### src/rtl/piano_pkg.sv
// Shared types and constants for the PS/2 piano keyboard path: key-code width,
// PS/2 prefix bytes, frame/decoder state encodings and the scan-code map.
package piano_pkg;

  localparam int TECLA_W = 6;
  localparam logic [TECLA_W-1:0] TECLA_NONE = '0;

  localparam logic [7:0] PS2_BREAK = 8'hF0;
  localparam logic [7:0] PS2_EXT   = 8'hE0;

  typedef enum logic [1:0] {
    FR_IDLE,
    FR_DATA,
    FR_PARITY,
    FR_STOP
  } frame_state_t;

  typedef enum logic [1:0] {
    DEC_MAKE,
    DEC_BREAK,
    DEC_EXT,
    DEC_EXT_BREAK
  } dec_state_t;

  // Upper row (1..16) is the number row plus QWERTY; lower row (17..32) is ASDF plus ZXCV.
  function automatic logic [TECLA_W-1:0] scan_to_tecla(input logic [7:0] code);
    case (code)
      8'h16: return 6'd1;
      8'h1E: return 6'd2;
      8'h26: return 6'd3;
      8'h25: return 6'd4;
      8'h2E: return 6'd5;
      8'h36: return 6'd6;
      8'h3D: return 6'd7;
      8'h3E: return 6'd8;
      8'h46: return 6'd9;
      8'h45: return 6'd10;
      8'h15: return 6'd11;
      8'h1D: return 6'd12;
      8'h24: return 6'd13;
      8'h2D: return 6'd14;
      8'h2C: return 6'd15;
      8'h35: return 6'd16;
      8'h1C: return 6'd17;
      8'h1B: return 6'd18;
      8'h23: return 6'd19;
      8'h2B: return 6'd20;
      8'h34: return 6'd21;
      8'h33: return 6'd22;
      8'h3B: return 6'd23;
      8'h42: return 6'd24;
      8'h4B: return 6'd25;
      8'h1A: return 6'd26;
      8'h22: return 6'd27;
      8'h21: return 6'd28;
      8'h2A: return 6'd29;
      8'h32: return 6'd30;
      8'h31: return 6'd31;
      8'h3A: return 6'd32;
      default: return TECLA_NONE;
    endcase
  endfunction

endpackage

### src/rtl/ps2_rx_frame.sv
// PS/2 frame receiver: synchronizers, ps2_clk deglitch filter, falling-edge detect,
// 11-bit frame FSM with inactivity timeout. Odd parity is enforced only with PS2_PARITY_CHK_EN.
module ps2_rx_frame
  import piano_pkg::*;
#(
  parameter int FILTER_LEN = 8,
  parameter int TIMEOUT    = 50000
) (
  input  logic       clock,
  input  logic       reset,
  input  logic       ps2_clk,
  input  logic       ps2_data,
  output logic       byte_valid,
  output logic [7:0] byte_data,
  output logic       frame_err
);

  localparam int FW = $clog2(FILTER_LEN + 1);
  localparam int TW = $clog2(TIMEOUT + 1);

  logic [1:0]    clk_sync;
  logic [1:0]    data_sync;
  logic          clk_filt;
  logic [FW-1:0] filt_cnt;
  logic          fall;

  frame_state_t  state;
  logic [2:0]    bit_cnt;
  logic [7:0]    shreg;
  logic [TW-1:0] to_cnt;
  logic          parity_ok;

  // NOTE: synchronizers and filter reset to 1 (the idle bus level) so leaving
  // reset never looks like a falling edge.
  always_ff @(posedge clock) begin
    if (reset) begin
      clk_sync  <= 2'b11;
      data_sync <= 2'b11;
      clk_filt  <= 1'b1;
      filt_cnt  <= '0;
      fall      <= 1'b0;
    end else begin
      // NOTE: non-blocking everywhere in clocked logic so every register sees
      // the pre-edge value of its neighbours, like real flops.
      clk_sync  <= {clk_sync[0], ps2_clk};
      data_sync <= {data_sync[0], ps2_data};
      fall      <= 1'b0;
      if (clk_sync[1] != clk_filt) begin
        if (filt_cnt == FW'(FILTER_LEN - 1)) begin
          clk_filt <= clk_sync[1];
          filt_cnt <= '0;
          fall     <= clk_filt;
        end else begin
          filt_cnt <= filt_cnt + 1'b1;
        end
      end else begin
        filt_cnt <= '0;
      end
    end
  end

`ifdef PS2_PARITY_CHK_EN
  logic parity_bit;
  assign parity_ok = ^{shreg, parity_bit};
`else
  assign parity_ok = 1'b1;
`endif

  always_ff @(posedge clock) begin
    if (reset) begin
      state      <= FR_IDLE;
      bit_cnt    <= '0;
      shreg      <= '0;
      to_cnt     <= '0;
      byte_valid <= 1'b0;
      byte_data  <= '0;
      frame_err  <= 1'b0;
`ifdef PS2_PARITY_CHK_EN
      parity_bit <= 1'b0;
`endif
    end else begin
      byte_valid <= 1'b0;
      frame_err  <= 1'b0;
      if (fall) begin
        to_cnt <= '0;
        case (state)
          FR_IDLE: begin
            bit_cnt <= '0;
            if (data_sync[1]) frame_err <= 1'b1;
            else              state     <= FR_DATA;
          end
          FR_DATA: begin
            shreg   <= {data_sync[1], shreg[7:1]};
            bit_cnt <= bit_cnt + 1'b1;
            if (bit_cnt == 3'd7) state <= FR_PARITY;
          end
          FR_PARITY: begin
`ifdef PS2_PARITY_CHK_EN
            parity_bit <= data_sync[1];
`endif
            state <= FR_STOP;
          end
          FR_STOP: begin
            if (data_sync[1] && parity_ok) begin
              byte_valid <= 1'b1;
              byte_data  <= shreg;
            end else begin
              frame_err <= 1'b1;
            end
            state <= FR_IDLE;
          end
          default: state <= FR_IDLE;
        endcase
      end else if (state != FR_IDLE) begin
        if (to_cnt == TW'(TIMEOUT - 1)) begin
          state     <= FR_IDLE;
          frame_err <= 1'b1;
          to_cnt    <= '0;
        end else begin
          to_cnt <= to_cnt + 1'b1;
        end
      end
    end
  end

endmodule

### src/rtl/ps2_tecla_decoder.sv
// PS/2 set-2 keyboard to piano key code: make/break/extended decoding on top of
// ps2_rx_frame. Build with PS2_PARITY_CHK_EN to drop frames with bad odd parity.
module ps2_tecla_decoder
  import piano_pkg::*;
#(
  parameter int FILTER_LEN = 8,
  parameter int TIMEOUT    = 50000
) (
  input  logic               clock,
  input  logic               reset,
  input  logic               ps2_clk,
  input  logic               ps2_data,
  output logic [TECLA_W-1:0] tecla,
  output logic               key_event,
  output logic               frame_err
);

  logic               byte_valid;
  logic [7:0]         byte_data;
  logic [TECLA_W-1:0] code;
  dec_state_t         dstate;

  ps2_rx_frame #(
    .FILTER_LEN(FILTER_LEN),
    .TIMEOUT   (TIMEOUT)
  ) u_rx (
    .clock     (clock),
    .reset     (reset),
    .ps2_clk   (ps2_clk),
    .ps2_data  (ps2_data),
    .byte_valid(byte_valid),
    .byte_data (byte_data),
    .frame_err (frame_err)
  );

  assign code = scan_to_tecla(byte_data);

  always_ff @(posedge clock) begin
    if (reset) begin
      dstate    <= DEC_MAKE;
      tecla     <= TECLA_NONE;
      key_event <= 1'b0;
    end else begin
      key_event <= 1'b0;
      if (byte_valid) begin
        case (dstate)
          DEC_MAKE: begin
            if (byte_data == PS2_BREAK)    dstate <= DEC_BREAK;
            else if (byte_data == PS2_EXT) dstate <= DEC_EXT;
            else if (code != TECLA_NONE && code != tecla) begin
              tecla     <= code;
              key_event <= 1'b1;
            end
          end
          DEC_BREAK: begin
            // Releasing a key other than the one shown leaves the display alone.
            if (code != TECLA_NONE && code == tecla) begin
              tecla     <= TECLA_NONE;
              key_event <= 1'b1;
            end
            dstate <= DEC_MAKE;
          end
          DEC_EXT: dstate <= (byte_data == PS2_BREAK) ? DEC_EXT_BREAK : DEC_MAKE;
          default: dstate <= DEC_MAKE;
        endcase
      end
    end
  end

endmodule

### config.mk
export PLATFORM = sky130hd
export DESIGN_NAME = ps2_tecla_decoder
export DESIGN_NICKNAME = d
export VERILOG_FILES = /design/src/rtl/piano_pkg.sv /design/src/rtl/ps2_rx_frame.sv /design/src/rtl/ps2_tecla_decoder.sv
export SDC_FILE = /design/constraint.sdc
export NUM_CORES = 1
export LEC_CHECK = 0
export ABC_AREA = 1
export CAP_MARGIN = 20
export CORE_MARGIN = 2
export CORE_UTILIZATION = 25
export DETAILED_ROUTE_END_ITERATION = 10
export PLACE_DENSITY = 0.52
export SLEW_MARGIN = 10
export SYNTH_ARGS = -nofsm -noshare
export SYNTH_HDL_FRONTEND = slang
export SYNTH_SLANG_ARGS = --single-unit
### constraint.sdc
create_clock -name clock -period 2.08 [get_ports clock]
set_input_delay 0.312 -clock clock [delete_from_list [all_inputs] [get_ports clock]]
set_output_delay 0.312 -clock clock [all_outputs]
set_load 0.05 [all_outputs]
[Yosys cells after proc, flatten, opt, wreduce, memory -nomap -nowiden]
Memory sizes are Yosys's and may differ from the RTL's. A register that Yosys moved wholly into a read port is not among the register bits.
Index checks and enable logic that the tools add are counted.
Widths: inputs -> output; s select.
Cells by class
  muxes and demuxes: 31
  reductions and logical operators: 22
  $add $sub $neg: 3
  eq/ne operators: 20
  bitwise gates (word level): 5
Operators with widths (count)
  $mux 6: 5
  $add 16x1->16 const B: 1
  $eq 16x16->1 const B: 1
  $eq 8x8->1 const B: 2
  $mux 16: 1
  $mux 2: 8
  $mux 7: 2
  $pmux 6 s2: 1
  $reduce_bool 2->1: 5
  $mux 1: 9
  $ne 3x3->1 const B: 3
  $reduce_or 3->1: 3
  $ne 2x2->1 const B: 4
  $pmux 2 s4: 1
  $reduce_and 2->1: 4
  $eq 2x2->1 const B: 3
  $eq 6x6->1: 1
  $ne 6x6->1: 1
  $pmux 3 s2: 1
  $reduce_and 6->1: 1
  $reduce_bool 6->1: 1
  $not 1->1: 5
  $add 4x1->4 const B: 1
  $eq 2x1->1 const B: 2
  other kinds (11): 15
Storage, ports and cells
  register bits: 58
  output and inout bits: 8
  memories kept: 1
  ROM bits: 768
  input port bits: 4
Memories
  (name not given): depth 128, width 6, read ports 1, clocked after Yosys merged registers in 1, wr ports 0, line piano_pkg.sv:27  | case (code)

[Depth between registers and ports, before layout]
Gate-level depths: netlist of run 1.
  depth after elaboration: 7
  mapped depth: 15
  gate-level depth less buffers: 14

[Hierarchy]
A second synthesis of run 1 with hierarchy kept.
Second synthesis, totals
  cell total of the unflattened synthesis: 520
  area, all modules: 3462.1 µm²
By module, submodules not included
  ps2_rx_frame: times used 1, cells an instance 287, area an instance 2205.9 µm²
  ps2_tecla_decoder: times used 1, cells an instance 233, area an instance 1256.2 µm²

[Worst setup path before layout of run 1]
OpenSTA, ideal clock, no wires.
  path kind: flip-flop to flip-flop
  start point: reg u_rx.state[0]
  end point: reg (tool-made name)
  arrival time: 2.077 ns
  setup slack: -0.063 ns
  stages on the path, launching flop included: 16
  required time: 2.014 ns
  path buffers: 1
  library setup time: 0.066 ns
  clock period less this slack: 2.143 ns
  cells stage by stage: dfxtp_1 > ha_1 > nand3_4 > buf_6 > nand2_1 > nand3_1 > inv_1 > ha_1 > nand3_1 > nand2_1 > nand2_1 > nand2_1 > nand2_1 > nand2_1 > nand2_1 > a21oi_2
RTL lines
  from (decl): line ps2_rx_frame.sv:27  | frame_state_t state;
  from (signal assigned): line ps2_rx_frame.sv:71  | state <= FR_IDLE;
  from (signal assigned): line ps2_rx_frame.sv:90  | else state <= FR_DATA;
  from (signal assigned): line ps2_rx_frame.sv:95  | if (bit_cnt == 3'd7) state <= FR_PARITY;

==> out/metrics.csv, run 1 <==
metric,value,unit
status,"finished, final reports clean",
Vias,3229,
fin crit period,1.91,ns
"most common cell after layout, fill and taps aside",nand2_1,
Chip Width,121,microns
post-route DRC violation count,0,
post-synthesis register bit count,64,
WHS Path Cells,1,
post-synth cell types,36,
drt pass-1 iters,5,
CP endpoint kind,flip-flop,
num rows,42,
clk slew on worst S/H paths,0.06,ns
Int Power,0.00222,W
Syn. warnings,0,
dominant synthesized flop cell,dfxtp_1,
clock sink total,64,
MaxCap Viol Count,0,
worst setup margin,0.168,ns
hold crit path type,reg2reg,
Clock Latency Late Sink,0.33,ns
Achievable Freq,523,MHz
setup violators final,0,
RePlAce Congestion,0.864,
Nets,533,
worst endpoint data arrival time,2.12,ns
VDD IR max,0.000393,V
Root Driver,clkbuf_16,
Routed WL,8010,microns
die area,14700,sq um
mean routed wirelength per cell,11.5,microns
cts bufs inserted,9,
final slew viol count,0,
initial antenna violation count,0,
total gr overflow,0,
Pleak,1.78,nW
Worst Tran Pin Value,0.490,ns
final clock skew,0.0104,ns
DR iter-0 viols,231,
CP Class,reg2reg,
register area share after synthesis,0.373,
Area Overhead vs Synth,22.8,%
dpl ws,-0.0429,ns
first-pass GRT wire length,13800,microns
Die Y,121,microns
gate count of the mapped netlist,481,
antenna cells,0,
TritonCTS clock tree,yes,
Worst setup SP type,flip-flop,
ys async rst share,0,
most frequent cells in the layout,"nand2_1 (104), dfxtp_1 (62), inv_1 (49), nand3_1 (46), nor2_1 (46)",
hold_buf cts,0,
CTS Buffer Depth,2,
Buffers on Ports,11,
starting density of the core,0.257,
syn avg cell area,7.14,sq um
Net Switching,0.000624,W
R2R depth,11,
number of enable flip-flop cells after synthesis,0,
final antenna-violating net count,0,
switching share of power,0.219,
vias in the first global route,2981,
Clk pwr share,0.552,
TNS Setup,0,ns
CP Max Fanout,7,
share of post-route cells with drive strength above 1,0.150,
Core Footprint,13300,sq um
Detailed Place HPWL,5950,microns
Top Ports,12,
fillers,1442,
RSZ-0062 raised after global routing,false,
Hold Fails Final Rpt,0,
PD cells,675,nW/um^2
number of H-tree levels,3,
Total Routing Usage GR,0.116,
final period utilization,0.919,
Mapped Nets,500,
CP required,2.29,ns
largest net degree at the start of global routing,22,
Syn Std Cell Area,3430,sq um
Comb power frac,0.016,
"Core Util, Final",0.316,
power share of the sequential group,0.433,
vias per inst,4.65,
Slew HR,0.672,
stage by stage:
step | hold slack, ns | instances | instance area [sq um] | total power, W
floorplan | 0.389 | 481 | 3440 | 0.00129
global route | 0.424 | 695 | 4220 | 0.00295
finish | 0.413 | 695 | 4220 | 0.00285
detailed placement | 0.398 | 674 | 3830 | 0.00130
CTS | 0.415 | 690 | 4160 | 0.00289
global placement | 0.392 | 674 | 3830 | 0.00130
repair_timing:
item | in CTS | in global routing
endpoints found under the setup margin | 1 | 18
setup buffers | 0 | 5
pin swaps | 0 | 4
resized for setup | 1 | 7
routing by layer:
layer  GRT usage  share of wire
met1       0.150           0.49
met2       0.188           0.47
met3      0.0357          0.035
met4      0.0323         0.0092
met5           0              0
worst paths after layout:
kind | startpoint | to | slack, ns
worst max-delay path | u_rx.state[1] | flip-flop | 0.17
worst min-delay path | u_rx.clk_sync[0] | u_rx.clk_sync[1] | 0.41
worst max register to register | u_rx.state[1] | flip-flop | 0.17
worst min register to register | u_rx.clk_sync[0] | u_rx.clk_sync[1] | 0.41
cell families after synthesis:
group	Yosys count	synth area share
simple gates	267	0.368
buf+inv	67	0.0853
flops	64	0.373
compound gates	59	0.0958
fa+ha+maj	15	0.0547
xor+xnor	9	0.0230
sequential cells by signal, summed over array words and instances (netlist names), named ones only:
name / cells
u_rx.byte_data: 8
u_rx.to_cnt: 16
tecla: 6
u_rx.byte_valid: 1
u_rx.frame_err: 1
u_rx.filt_cnt: 4
u_rx.fall: 1
u_rx.data_sync: 2
key_event: 1
dstate: 2
u_rx.clk_filt: 1
u_rx.shreg: 8
u_rx.clk_sync: 2
u_rx.bit_cnt: 3
u_rx.state: 2
final cells by class:
class                   instances  area (sq um)  share of cell area
flip-flops and latches         64          1280               0.305
clock buffers                  10           239              0.0567
multi-input cells             350          1890               0.448
well taps                     176           220              0.0522
repair buffers                 36           310              0.0736
clock inverters                 6          73.8              0.0175
inverters                      53           199              0.0472
synth_stat cells (5+ instances only):
library cell / instances / area, sq um
a21oi_1: 27 / 135
clkbuf_1: 5 / 18.8
dfxtp_1: 64 / 1280
ha_1: 15 / 188
inv_1: 50 / 188
nand2_1: 104 / 390
nand2_2: 6 / 37.5
nand3_1: 48 / 240
nand4_1: 16 / 100
nor2_1: 48 / 180
nor2_2: 7 / 43.8
nor3_1: 15 / 75.1
nor4_1: 7 / 43.8
o21ai_0: 18 / 90.1
or2_2: 5 / 31.3
xor2_1: 7 / 61.3
worst max-delay path, cell delays in order, from the launching register on:
cell	delay, ns
dfxtp_2	0.36
ha_4	0.19
nand3_4	0.11
buf_4	0.18
nand2_1	0.05
nand2_1	0.05
nor2_2	0.25
inv_1	0.15
nand3_1	0.14
nor3_1	0.06
a31oi_1	0.17
nand2_1	0.08
power groups by stage:
stage | clock, W | sequential (W) | combinational, W
after global placement | 0 | 0.00126 | 0.0000437
after CTS | 0.00161 | 0.00123 | 0.0000442
after global routing | 0.00167 | 0.00123 | 0.0000498
after detailed placement | 0 | 0.00126 | 0.0000442
after floorplan | 0 | 0.00126 | 0.0000273
final | 0.00157 | 0.00123 | 0.0000442
Power figures use the tool's default switching activity.
==> inputs of run 2 (changes only) <==
- GPL_TIMING_DRIVEN: default -> 0
==> run 2 against run 1 <==
Effect of this change:
- sequential power is essentially flat
- non-clock buffer count shrank 8
- setup slack lost 0.0036 ns
- final area shrank 2.2%
- sequential cell count is the same
- core utilization shrank 0.69 points
- highest routed layer unchanged
- clock skew shrank 0.0042 ns
- maximum frequency shrank 0.19%
- total power shrank 4.9%
- critical path depth grew 2
- largest cell class unchanged
- combinational power shrank 3%
- cell count shrank 1.2%
==> out/metrics.csv, run 2 (synthesis gave the netlist of run 1 again) <==
metric,value,unit,change
Slew HR,0.603,,-0.0686
drt pass-1 iters,4,,-1
Root Driver,clkbuf_16,,
worst endpoint data arrival time,2.14,ns,+0.02 ns
clk slew on worst S/H paths,0.06,ns,about the same
worst path bufs/invs,3,,+1
TNS Setup,0,ns,unchanged
number of H-tree levels,3,,unchanged
dpl ws,-0.375,ns,-0.333 ns
RePlAce Congestion,0.911,,+5.5%
R2R Setup Slk,0.16,ns,about the same
most frequent cell on the critical path,nand2_1,,
max incr delay on CP,0.36,ns,about the same
setup violators final,0,,unchanged
Worst Tran Pin Value,0.595,ns,+0.105 ns
mean routed wirelength per cell,11.5,microns,about the same
cts bufs inserted,9,,unchanged
MaxCap Viol Count,0,,unchanged
Total Routing Usage GR,0.114,,-0.00201
Top Ports,12,,unchanged
dpl cell area,3760,sq um,-2.1%
reg-to-reg startpoint,u_rx.state[1],,
Core Footprint,13300,sq um,unchanged
Routed WL,7920,microns,-1.1%
Final Instance Count excl. Fillers,687,,-1.2%
hold_buf cts,0,,unchanged
Vias,3151,,-2.4%
DR iter-0 viols,228,,-1.3%
Detailed Place HPWL,5910,microns,-0.63%
CP Max Fanout,6,,-1
Buffers on Ports,10,,-1
R2R depth,13,,+2
status,"finished, final reports clean",,
Worst setup SP type,flip-flop,,
total gr overflow,0,,unchanged
Setup crit start,u_rx.state[1],,
Final Cell Area,4120,sq um,-2.2%
CP Class,reg2reg,,
CP endpoint kind,flip-flop,,
hold crit path type,in2reg,,
post-route DRC violation count,0,,unchanged
"Cell Chain, Critical Path",ha_4 -> nand4_1 -> nand3_4 -> inv_2 -> buf_4 -> ha_1 -> inv_1 -> a21oi_1 -> o21ai_0 -> nand3_1 -> nand2_1 -> nand2_1 -> nand2_1,,
vias per inst,4.59,,-1.3%
final clock skew,0.00619,ns,-0.00421 ns
fillers,1468,,+1.8%
PD cells,657,nW/um^2,-2.8%
RSZ-0062 raised after global routing,false,,
Nets,525,,-1.5%
Achievable Freq,522,MHz,-0.19%
vias in the first global route,3019,,+1.3%
antenna cells,0,,unchanged
CP required,2.30,ns,about the same
crit path max-delay cell type,dfxtp_4,,
fin crit period,1.92,ns,+0.00360 ns
Hold Fails Final Rpt,0,,unchanged
TritonCTS clock tree,yes,,
most frequent cells in the layout,"nand2_1 (104), dfxtp_1 (62), inv_1 (49), nor2_1 (48), nand3_1 (46)",,
Top delay family on crit path,simple AND/OR/NAND/NOR gates,,
Area Overhead vs Synth,20.1,%,
final antenna-violating net count,0,,unchanged
share of post-route cells with drive strength above 1,0.127,,-0.0231
first-pass GRT wire length,13700,microns,-0.40%
final period utilization,0.921,,+0.00173
max reg flops,16,,unchanged
CTS Buffer Depth,2,,unchanged
Pleak,1.70,nW,-4.2%
clock sink total,64,,unchanged
biggest regs,"u_rx.to_cnt: 16 flops, u_rx.byte_data: 8 flops, u_rx.shreg: 8 flops",,
largest net degree at the start of global routing,14,,-36%
worst setup margin,0.165,ns,-0.00360 ns
starting density of the core,0.257,,unchanged
final slew viol count,0,,unchanged
Chip Width,121,microns,unchanged
"most common cell after layout, fill and taps aside",nand2_1,,
Die Y,121,microns,unchanged
num rows,42,,unchanged
placed cells,667,,-1.0%
Clock Latency Late Sink,0.33,ns,about the same
Top reg by flops,u_rx.to_cnt,,
VDD IR max,0.000339,V,-14%
Crit. path cell count,13,,+2
initial antenna violation count,0,,unchanged
die area,14700,sq um,unchanged
[run 2: cell count changes in the layout (fill, tap and decap cells not counted), sizes merged]
cell | before | now
buf | 25 | 13
clkbuf | 10 | 15
clkinvlp | 0 | 3
clkinv | 3 | 1
bufinv | 1 | 0
clkdlybuf4s50 | 11 | 10
[run 2: what timing repair did]
item                                   4_1_cts  5_1_grt
endpoints found under the hold margin        0        0
pin swaps                                    1        3
setup endpoints to repair                    5        8
buffers inserted                             3        2
resized for setup                            4       12
[run 2: cell type report]
class / instances / area, sq um / share of cell area
Buffer: 13 / 90.1 / 0.0219
Clock buffer: 10 / 239 / 0.0580
Clock inverter: 6 / 50.0 / 0.0121
Inverter: 53 / 203 / 0.0492
Multi-Input combinational cell: 350 / 1890 / 0.459
Sequential cell: 64 / 1290 / 0.313
Tap cell: 176 / 220 / 0.0534
Timing Repair Buffer: 15 / 138 / 0.0334
[run 2: power by group]
| part | switching, W | internal [W] | total, W |
|---|---|---|---|
| Clock | 0.000582 | 0.000852 | 0.00143 |
| Sequential | 0.00000154 | 0.00123 | 0.00123 |
| Combinational | 0.0000297 | 0.0000133 | 0.0000430 |
[run 2: metrics by stage]
step / utilization / power, W / hold WS (ns)
floorplan: - / 0.00129 / 0.389
detailed placement: 0.281 / 0.00130 / 0.392
CTS: 0.306 / 0.00275 / 0.320
finish: 0.309 / 0.00271 / 0.318
global placement: 0.281 / 0.00130 / 0.391
global route: 0.309 / 0.00281 / 0.336
[run 2: worst min-delay path by stage]
stage | from | end | cells past startpoint
after global placement | u_rx.clk_sync[0] | u_rx.clk_sync[1] | 1
after global routing | reset | u_rx.data_sync[1] | 2
final | reset | u_rx.clk_sync[1] | 2
after CTS | reset | u_rx.clk_sync[1] | 2
after floorplan | u_rx.clk_sync[0] | u_rx.clk_sync[1] | 1
after detailed placement | u_rx.clk_sync[0] | u_rx.clk_sync[1] | 1
[run 2: layer usage]
metal,up-vias,wire length (microns),track usage
li1,1646,-,-
met1,1448,3790,0.142
met2,44,3700,0.190
met3,13,305,0.0315
met4,0,125,0.0395
met5,-,0,0
==> inputs of run 3 (changes only) <==
- SLEW_MARGIN: 10 -> 25
==> results of run 3 <==
Final layout, timing and power as in run 2 (identical DEF).
